### config.mk
export PLATFORM = sky130hd
export DESIGN_NAME = inst_fetch
export DESIGN_NICKNAME = d
export VERILOG_FILES = /design/src/rtl/inst_pkg.sv /design/src/rtl/pc_counter.sv /design/src/rtl/inst_fetch.sv
export SDC_FILE = /design/constraint.sdc
export NUM_CORES = 1
export LEC_CHECK = 0
export ABC_CLOCK_PERIOD_IN_PS = 1800
export BUFFER_PORTS_ARGS = -buffer_cell sky130_fd_sc_hd__buf_4
export CAP_MARGIN = 20
export CORE_MARGIN = 10
export CORE_UTILIZATION = 30
export DETAILED_ROUTE_END_ITERATION = 10
export GPL_ROUTABILITY_DRIVEN = 1
export HOLD_SLACK_MARGIN = 0.05
export REMOVE_ABC_BUFFERS = 1
export SYNTH_ARGS = -nofsm -noshare
export SYNTH_HDL_FRONTEND = slang
export SYNTH_SLANG_ARGS = --single-unit
### constraint.sdc
create_clock -name clk -period 1.8 [get_ports clk]
set_input_delay 0 -clock clk [delete_from_list [all_inputs] [get_ports clk]]
set_output_delay 0 -clock clk [all_outputs]
set_load 0.02 [all_outputs]
### src/rtl/inst_pkg.sv
// Shared definitions for the instruction fetch stage: widths, opcode field
// position, HALT encoding and the fetch state type.
package inst_pkg;

  localparam int DEF_ADDR_W = 5;
  localparam int DEF_CODE_W = 23;

  localparam int OPC_MSB = 22;
  localparam int OPC_LSB = 19;
  localparam logic [OPC_MSB-OPC_LSB:0] OPC_HALT = 4'hF;

  typedef enum logic [1:0] {
    FETCH  = 2'd0,
    HOLD   = 2'd1,
    HALTED = 2'd2
  } fetch_state_t;

  function automatic logic op_is_halt(input logic [DEF_CODE_W-1:0] code);
    return code[OPC_MSB:OPC_LSB] == OPC_HALT;
  endfunction

endpackage

### src/rtl/pc_counter.sv
// Program counter register: async active-low clear, load, wrapping increment
// or hold. This is the only storage for the fetch address.
module pc_counter
  import inst_pkg::*;
#(
  parameter int ADDR_W = DEF_ADDR_W
) (
  input  logic              clk,
  input  logic              rst,
  input  logic              load,
  input  logic [ADDR_W-1:0] load_addr,
  input  logic              inc,
  output logic [ADDR_W-1:0] pc
);

  logic [ADDR_W-1:0] pc_reg;
  logic [ADDR_W-1:0] pc_next;

  // Load outranks increment so a jump always wins over sequential fetch.
  always_comb begin
    pc_next = pc_reg;
    if (load) begin
      pc_next = load_addr;
    end else if (inc) begin
      pc_next = pc_reg + ADDR_W'(1);
    end
  end

  always_ff @(posedge clk or negedge rst) begin
    if (!rst) begin
      pc_reg <= '0;
    end else begin
      pc_reg <= pc_next;
    end
  end

  assign pc = pc_reg;

endmodule

### src/rtl/inst_fetch.sv
// Instruction fetch stage: PC, ROM address, instruction register and a
// valid/ready handoff to the decoder. Optional macro FETCH_PIPELINE_EN enables
// back-to-back fetch (1 instruction/cycle); default build is 1 per 2 cycles.
module inst_fetch
  import inst_pkg::*;
#(
  parameter int ADDR_W = DEF_ADDR_W,
  parameter int CODE_W = DEF_CODE_W
) (
  input  logic              clk,
  input  logic              rst,
  output logic [ADDR_W-1:0] rom_addr,
  input  logic [CODE_W-1:0] rom_code,
  output logic [CODE_W-1:0] inst,
  output logic              inst_valid,
  input  logic              inst_ready,
  input  logic              jump_en,
  input  logic [ADDR_W-1:0] jump_addr,
  output logic [ADDR_W-1:0] pc,
  output logic              halted
);

  fetch_state_t      state_reg;
  fetch_state_t      state_next;
  logic [CODE_W-1:0] ir_reg;
  logic [CODE_W-1:0] ir_next;
  logic              valid_reg;
  logic              valid_next;
  logic              halted_reg;
  logic              halted_next;

  logic              pc_load;
  logic              pc_inc;
  logic              consume;
  logic              ir_is_halt;
  logic [ADDR_W-1:0] pc_value;

  pc_counter #(
    .ADDR_W (ADDR_W)
  ) u_pc_counter (
    .clk       (clk),
    .rst       (rst),
    .load      (pc_load),
    .load_addr (jump_addr),
    .inc       (pc_inc),
    .pc        (pc_value)
  );

  assign consume    = valid_reg && inst_ready;
  assign ir_is_halt = (ir_reg[OPC_MSB:OPC_LSB] == OPC_HALT);

  always_comb begin
    state_next  = state_reg;
    ir_next     = ir_reg;
    valid_next  = valid_reg;
    halted_next = halted_reg;
    pc_load     = 1'b0;
    pc_inc      = 1'b0;

    // A jump overrides everything; a coincident consume still completes on
    // the decoder side, but nothing sequential is loaded here.
    if (jump_en) begin
      state_next  = FETCH;
      valid_next  = 1'b0;
      halted_next = 1'b0;
      pc_load     = 1'b1;
    end else begin
      case (state_reg)
        FETCH: begin
          ir_next    = rom_code;
          valid_next = 1'b1;
          pc_inc     = 1'b1;
          state_next = HOLD;
        end
        HOLD: begin
          if (consume) begin
            if (ir_is_halt) begin
              valid_next  = 1'b0;
              halted_next = 1'b1;
              state_next  = HALTED;
            end else begin
`ifdef FETCH_PIPELINE_EN
              ir_next    = rom_code;
              pc_inc     = 1'b1;
`else
              valid_next = 1'b0;
              state_next = FETCH;
`endif
            end
          end
        end
        HALTED: begin
          state_next = HALTED;
        end
        default: begin
          state_next  = FETCH;
          valid_next  = 1'b0;
          halted_next = 1'b0;
        end
      endcase
    end
  end

  always_ff @(posedge clk or negedge rst) begin
    if (!rst) begin
      state_reg  <= FETCH;
      ir_reg     <= '0;
      valid_reg  <= 1'b0;
      halted_reg <= 1'b0;
    end else begin
      state_reg  <= state_next;
      ir_reg     <= ir_next;
      valid_reg  <= valid_next;
      halted_reg <= halted_next;
    end
  end

  assign pc         = pc_value;
  assign rom_addr   = pc_value;
  assign inst       = ir_reg;
  assign inst_valid = valid_reg;
  assign halted     = halted_reg;

endmodule
; ---- Yosys cells after proc, flatten, opt, wreduce, memory -nomap -nowiden
; Index checks and enable logic that the tools add are counted.
[op_classes]
addsub = 1
n_eq_ne = 7
muxes = 16
bitwise_logic = 1
n_reduce_logical = 7
[op_table]
columns = cell, n
row1 = $mux W5, 2
row2 = $mux W1, 8
row3 = $mux W2, 3
row4 = $ne A3 B3 Y1 const B, 2
row5 = $pmux W2 S3, 1
row6 = $add A5 B1 Y5 const B, 1
row7 = $eq A4 B4 Y1 const B, 1
row8 = $reduce_and A2 Y1, 2
row9 = $pmux W1 S3, 1
row10 = $reduce_and A3 Y1, 1
row11 = $eq A2 B1 Y1 const B, 1
row12 = $eq A2 B2 Y1 const B, 1
row13 = $logic_not A2 Y1, 1
row14 = $ne A2 B1 Y1 const B, 1
row15 = $ne A2 B2 Y1 const B, 1
row16 = $pmux W1 S2, 1
row17 = $reduce_bool A2 Y1, 1
row18 = $reduce_or A2 Y1, 1
row19 = $logic_and A1 B1 Y1, 1
row20 = $not A1 Y1, 1
[word_totals]
ff_bits = 32
input_bits = 32
output_inout_bits = 35
word_cells = 37

; ---- Longest topological paths before layout
; Gate-level depths: netlist (run 1).
[depth]
ltp_word = 5
mapped_depth = 4
depth_no_buf = 4

; ---- Modules after synthesis
; Synthesis (run 1) repeated with hierarchy kept, for this count alone.
[unflattened]
hier_cells = 95
hier_area_um2 = 1335.0
[modules_own_cells]
columns = module, instances, cells_each, area_each_um2, seq_area_each_um2
row1 = inst_fetch, 1, 71, 1086.0, 675.6
row2 = pc_counter, 1, 24, 249.0, 125.1

; ---- Least setup slack after synthesis (run 1)
; OpenSTA, ideal clock, no wires.
[synth_path]
path_kind = register to register
start = reg u_pc_counter.pc_reg[0] (netlist: u_pc_counter.pc[0])
end = reg u_pc_counter.pc_reg[4] (netlist: u_pc_counter.pc[4])
setup_ns = 0.124
t_arrival_ns = 1.263
t_required_ns = 1.676
path_slack_ns = 0.413
path_stages_with_launch = 5
path_buffers = 0
synth_period_minus_slack_ns = 1.387
path_cell_list = dfrtp_1 -> ha_1 -> nor3b_2 -> and4_1 -> o31a_1
[synth_via]
elab_chain_cells = 3
[synth_lines]
columns = element, line_no
row1 = from (decl), pc_counter.sv:16  ; logic [ADDR_W-1:0] pc_reg;
row2 = from (signal assigned), pc_counter.sv:33  ; pc_reg <= pc_next;
row3 = $add A5 B1 Y5, pc_counter.sv:25  ; pc_next = pc_reg + ADDR_W'(1);
row4 = $mux W5, pc_counter.sv:24  ; end else if (inc) begin
row5 = $mux W5, pc_counter.sv:22  ; if (load) begin
; No other way between the ends. The select of a mux whose other input is x is not followed.
; A chain may end at the register's enable or synchronous reset.

; ---- Worst setup path in the final report (run 1)
[layout_path]
start = reg state_reg[1]
end = reg ir_reg[3] (netlist: inst[3])
[layout_via]
elab_chain_cells = 2
[layout_lines]
columns = element, line_no
row1 = from (decl), inst_fetch.sv:23  ; fetch_state_t state_reg;
row2 = from (signal assigned), inst_fetch.sv:111  ; state_reg <= state_next;
row3 = $logic_not A2 Y1, inst_fetch.sv:68  ; case (state_reg)
row4 = $reduce_and A2 Y1 (no source line), n/a
row5 = to (signal assigned), inst_fetch.sv:112  ; ir_reg <= ir_next;
row6 = to (decl), inst_fetch.sv:25  ; logic [CODE_W-1:0] ir_reg;
; No other way between the ends.

==> results of run 1 <==
-- stage by stage --
stage / worst slack, ns / util, % / hold WS [ns] / cell area (µm²) / total power, W
after floorplan: 0.1436 / - / -0.2956 / 1294 / 0.001169
final: 0.3827 / 51.80 / 0.07131 / 2271 / 0.002085
after global placement: 0.4276 / 42.75 / -0.04487 / 1874 / 0.001460
after global routing: 0.3148 / 51.80 / 0.09998 / 2271 / 0.002215
after CTS: 0.3756 / 51.80 / 0.05762 / 2271 / 0.002126
after detailed placement: 0.3842 / 42.75 / -0.03618 / 1874 / 0.001475
-- worst paths after layout --
check,from,end,cells past startpoint
setup / recovery,state_reg[1],inst[3],3
hold / removal,inst_ready,state_reg[1],3
setup reg to reg,state_reg[1],inst[3],3
hold reg to reg,inst[15],inst[15],1
max in group asynchronous,rst,inst[15],2
min in group asynchronous,rst,u_pc_counter.pc[1],2
-- final cells by class --
type	count	area [µm²]	share of cell area, %
timing repair buffer	97	815.8	35.92
sequential	32	800.8	35.26
multi-input combinational	56	489.2	21.54
clock buffer	7	96.34	4.242
tap	52	65.06	2.865
inverter	1	3.754	0.1653
-- power breakdown --
part | internal, W | leakage, nW | switching (W)
sequential | 0.000820 | 0.380 | 0.0000744
combinational | 0.000323 | 0.617 | 0.000289
clock | 0.000340 | 0.0503 | 0.000238
-- cells in the mapped netlist, drive strengths merged --
library cell and number:
o21a 1, nand4 1, clkbuf 1, or3b 1
o31a 3, a21oi 2, nand2b 2, o41ai 1
nand3 2, nor3 1, mux2 23, o21ai 4
mux2i 1, inv 1, ha 1, dfrtp 32
and4 1, nor4 1, a31oi 1, xnor2 2
nor2 3, nor3b 2, buf 9, nand2 3
-- worst max-delay path: stages (launching register included) --
cell and delay, ns:
dfrtp_1 0.50, nor3_4 0.24, buf_12 0.20, mux2_2 0.35
-- repair_timing --
item / CTS / global route
hold buffers: 30 / 0
endpoints found under the hold margin: 62 / 0
endpoints found under the setup margin: 0 / 0
-- cell families after synthesis --
family / synth area share [%]
compound gates: 5.739
xor+xnor: 1.275
fa+ha+maj: 0.9106
buf+inv: 6.101
flops: 58.29
mux: 19.58
simple gates: 8.107
-- metal layers --
| metal | track usage (%) | vias up | part of all wire (%) |
|---|---|---|---|
| li1 | - | 534 | - |
| met1 | 11.13 | 527 | 38 |
| met2 | 15.41 | 54 | 47 |
| met3 | 7.985 | 4 | 14 |
| met4 | 3.478 | 0 | 0.70 |
| met5 | 0 | - | 0 |
==> impl_results.md, run 1 <==
* Outcome: complete, no violations
* DRC Markers at 0
* Syn-to-layout area delta at 65.30%
* Clock buffer depth at 2
* Commonest non-fill, non-tap cells in the layout: buf_4, dfrtp_1, dlygate4sd3_1, mux2_2, clkbuf_8
* Leading area contributor after synthesis: dfrtp_1
* Seq/Total Area, Yosys at roughly three fifths
* Core area at between 4000 and 5000 µm²
* Ranking of synthesized cells by area: dfrtp_1, mux2_2, buf_4
* Worst clock skew at roughly 0.006 ns
* Total CTS buffers at 5
* Via-to-Cell Ratio at about 4.6
* Max-slew violation count at 0
* Initial antenna violation count at 0
* Detail Route Antenna Nets at 0
* Commonest non-fill, non-tap cell in the layout: buf_4
* # port buffers at 66
* First-pass GRT wire length at ~6300 µm
* Largest net degree at the start of global routing at 33
* Seq cells post-synth at 32
* Final Net Count at approximately 230
* H-Tree Depth at 2
* Row cnt at 24
* Clock transition at path regs at approximately 0.060 ns
* Setup crit end kind: flip-flop
* GR Util All Layers at about a tenth
* Setup Crit Path Kind: flip-flop to flip-flop
* Total routed wirelength at about 3900 µm
* Chip width at a little under 90 µm
* Total negative setup slack at 0 ns
* Pwr/cell area at roughly 900 nW/µm²
* Routed len/inst at between 15 and 20 µm
* Clock Root Buffer: clkbuf_8
* Least-Margin Pin Slew at about 0.42 ns
* Min-delay worst type: input port to flip-flop
* Die area at slightly below 8000 µm²
* Final Hold Viols at 0
* PostCTS Resize Cnt at 0
* Vias at ~1.1k
* Arrival @ worst endpoint at about 1.6 ns
* Vias in the first global route at approximately 1.3k
* GP Congestion at around 0.76
* Non-filler instance count after layout at around 250
* Max_slew headroom at between 70% and 80%
* Static Leak at approximately 1.0 nW
* Area share of the largest cell type after synthesis at about three fifths
* Ant diodes at 0
* Worst-Skew Late Latency at roughly 0.28 ns
* # fillers at roughly 360
* Post-CTS Setup Bufs at 0
* Syn. warnings at 0
* IO Pins at 67
* Max Cap Viol at 0
* Synth cell types at 28
* Mapped cell area at roughly 1400 µm²
* Syn Inst Count at 99
* Minimum clock period at 1.417 ns
* Worst vdd ir at between 0.5 and 0.6 mV
* Crit path max fanout at 23
* Critical path launch point type: flip-flop
* TritonRoute pass-1 iters at 4
* Placed Instances at around 210
* Avg Cell Area, Syn at about 14 µm²
* Initial Util at between 30% and 40%
* Global route overflow at 0
* Fmax achieved at between 700 and 800 MHz
* CTS Sinks at 32
* HPWL Detailed at between 2000 and 3000 µm
* Period utilization at about four fifths
* TritonCTS clock tree: built
* Required @ worst endpoint at between 1.5 and 2 ns
* Fraction of layout cells with a size suffix above 1 at 51.30%
* Die height at 87.67 µm
* R2R setup slack at 0.38 ns
* RSZ-0062 raised after global routing: no
* Final setup viols at 0
* Drt first-iter violations at 28
* Number of flip-flops in the largest register at 23
(Power assumes the default switching activity.)
==> inputs of run 2 (changes only) <==
--- a/config.mk
+++ b/config.mk
@@ -5,7 +5,7 @@
 export SDC_FILE = /design/constraint.sdc
 export NUM_CORES = 1
 export LEC_CHECK = 0
-export ABC_CLOCK_PERIOD_IN_PS = 1800
+export ABC_CLOCK_PERIOD_IN_PS = 1200
 export BUFFER_PORTS_ARGS = -buffer_cell sky130_fd_sc_hd__buf_4
 export CAP_MARGIN = 20
 export CORE_MARGIN = 10
==> constraint.sdc (replaced) <==
create_clock -name clk -period 1.2 [get_ports clk]
set_input_delay 0 -clock clk [delete_from_list [all_inputs] [get_ports clk]]
set_output_delay 0 -clock clk [all_outputs]
set_load 0.02 [all_outputs]
==> impl_results.md, run 2 (synthesis results as in run 1) <==
* Outcome: complete, but fails checks
* Failing checks: negative setup slack
* Initial Util at between 30% and 40%
* Final setup viols at 27
* Least-Margin Pin Slew at 0.4117 ns
* Max-slew violation count at 0
* IO Pins at 67
* Worst path bufs/invs at 1
* Row cnt at 24
* Min-delay worst type: input port to flip-flop
* Period utilization at 108.5%
* Minimum clock period at ~1.3 ns
* HPWL Detailed at 2780 µm
* Final Hold Viols at 0
* Core area at approximately 4400 µm²
* Commonest non-fill, non-tap cells in the layout: buf_4, dfrtp_1, dlygate4sd3_1, mux2_2, clkbuf_8
* Die height at between 80 and 90 µm
* Static Leak at roughly 1.1 nW
* Total routed wirelength at 3873 µm
* Clock transition at path regs at 0.06 ns
* First-pass GRT wire length at between 6000 and 7000 µm
* Max_slew headroom at between 70% and 80%
* Pwr/cell area at approximately 1400 nW/µm²
* Ant diodes at 0
* Routed len/inst at 15.31 µm
* DRC Markers at 0
* Worst path cell trace: nor3_4 -> buf_12 -> mux2_2
* Clock Root Buffer: clkbuf_8
* Worst-Skew Late Latency at between 0.2 and 0.3 ns
* Critical path launch point type: flip-flop
* H-Tree Depth at 2
* Total CTS buffers at 5
* Highest cell delay on the worst timing path at between 0.4 and 0.5 ns
* Via-to-Cell Ratio at roughly 4.6
* Clock buffer depth at 2
* Fmax achieved at just under 800 MHz
* TritonRoute pass-1 iters at 4
* Die area at between 7000 and 8000 µm²
* GR Util All Layers at between 10% and 20%
* Arrival @ worst endpoint at ~1.5 ns
* Syn-to-layout area delta at 72.31%
* Detail Route Antenna Nets at 0
* Setup Crit Path Kind: flip-flop to flip-flop
* Setup ws final at -0.1015 ns
* Vias in the first global route at 1340
* Max Cap Viol at 0
* Setup crit end kind: flip-flop
* Global route overflow at 0
* RSZ-0062 raised after global routing: yes
* Worst clock skew at ~0.0037 ns
* Crit-path slowest cell: dfrtp_1
* GP Congestion at 0.7864
* Final Power at ~0.0032 W
* # port buffers at 66
* Final Net Count at 234
* Commonest non-fill, non-tap cell in the layout: buf_4
* Worst vdd ir at 0.9087 mV
* TritonCTS clock tree: built
* Initial antenna violation count at 0
* Finished Core Util at a little over half
* Cell family with most CP delay: flip-flops
* Required @ worst endpoint at roughly 1.4 ns
* Vias at about 1.2k
* Number of flip-flops in the largest register at 23
* Fraction of layout cells with a size suffix above 1 at between 50% and 60%
* Largest net degree at the start of global routing at 33
* CTS Sinks at 32
* Chip width at 87.67 µm
* Drt first-iter violations at 34
* Crit path max fanout at 23
* Post-CTS Setup Bufs at 0
* R2R setup slack at -0.10 ns
-- run 2: area by class of cell --
class,count,area (µm²)
Multi-Input combinational cell,56,518.0
Fill cell,360,2017
Sequential cell,32,800.8
Inverter,1,3.754
Tap cell,52,65.06
Timing Repair Buffer,105,883.3
Clock buffer,7,96.34
-- run 2: worst reg2reg max path, delay by kind of cell, from the launching register on --
family | cells | cell delay, ns
buf+inv | 1 | 0.20
flops | 1 | 0.42
mux | 1 | 0.37
simple gates | 1 | 0.21
-- run 2: final timing paths --
kind                         startpoint  depth (start not counted)                  to
max in group asynchronous           rst                          2            inst[11]
setup / recovery           state_reg[1]                          3             inst[5]
min in group asynchronous           rst                          2  u_pc_counter.pc[0]
setup reg to reg           state_reg[1]                          3             inst[5]
hold reg to reg                inst[15]                          1            inst[15]
hold / removal                  jump_en                          3          inst_valid
-- run 2: routing by layer --
layer / GRT usage (%) / vias to the layer above / part of all wire, %
met4: 2.754 / 0 / 1.1
met3: 7.335 / 5 / 14
met1: 11.68 / 563 / 38
met2: 16.07 / 56 / 47
met5: 0 / - / 0
li1: - / 548 / -
-- run 2: report_power, final --
| part | leakage [nW] | switching (W) | total (W) | internal, W |
|---|---|---|---|---|
| clock | 0.0503 | 0.000366 | 0.000876 | 0.000510 |
| sequential | 0.380 | 0.0000963 | 0.00133 | 0.00123 |
| combinational | 0.664 | 0.000468 | 0.000995 | 0.000527 |
| total | 1.09 | 0.000929 | 0.00320 | 0.00227 |
-- run 2: timing repair --
| action | in CTS | in global routing |
|---|---|---|
| endpoints found under the hold margin | 61 | 0 |
| resized for setup | 6 | 3 |
| hold buffers | 30 | 0 |
| setup endpoints to repair | 28 | 28 |
| pin swaps | 1 | 6 |
-- run 2: through the flow --
stage / hold WS (ns) / cell area (µm²) / instances / TNS [ns] / setup slack (ns)
CTS: 0.1035 / 2350 / 253 / -2.482 / -0.1148
finish: 0.1181 / 2367 / 253 / -2.091 / -0.1015
global placement: -0.04284 / 1934 / 216 / -1.597 / -0.06863
detailed placement: -0.03272 / 1934 / 216 / -2.199 / -0.1040
global route: 0.1285 / 2367 / 253 / -3.301 / -0.1429
floorplan: -0.2956 / 1294 / 89 / -11.10 / -0.4564
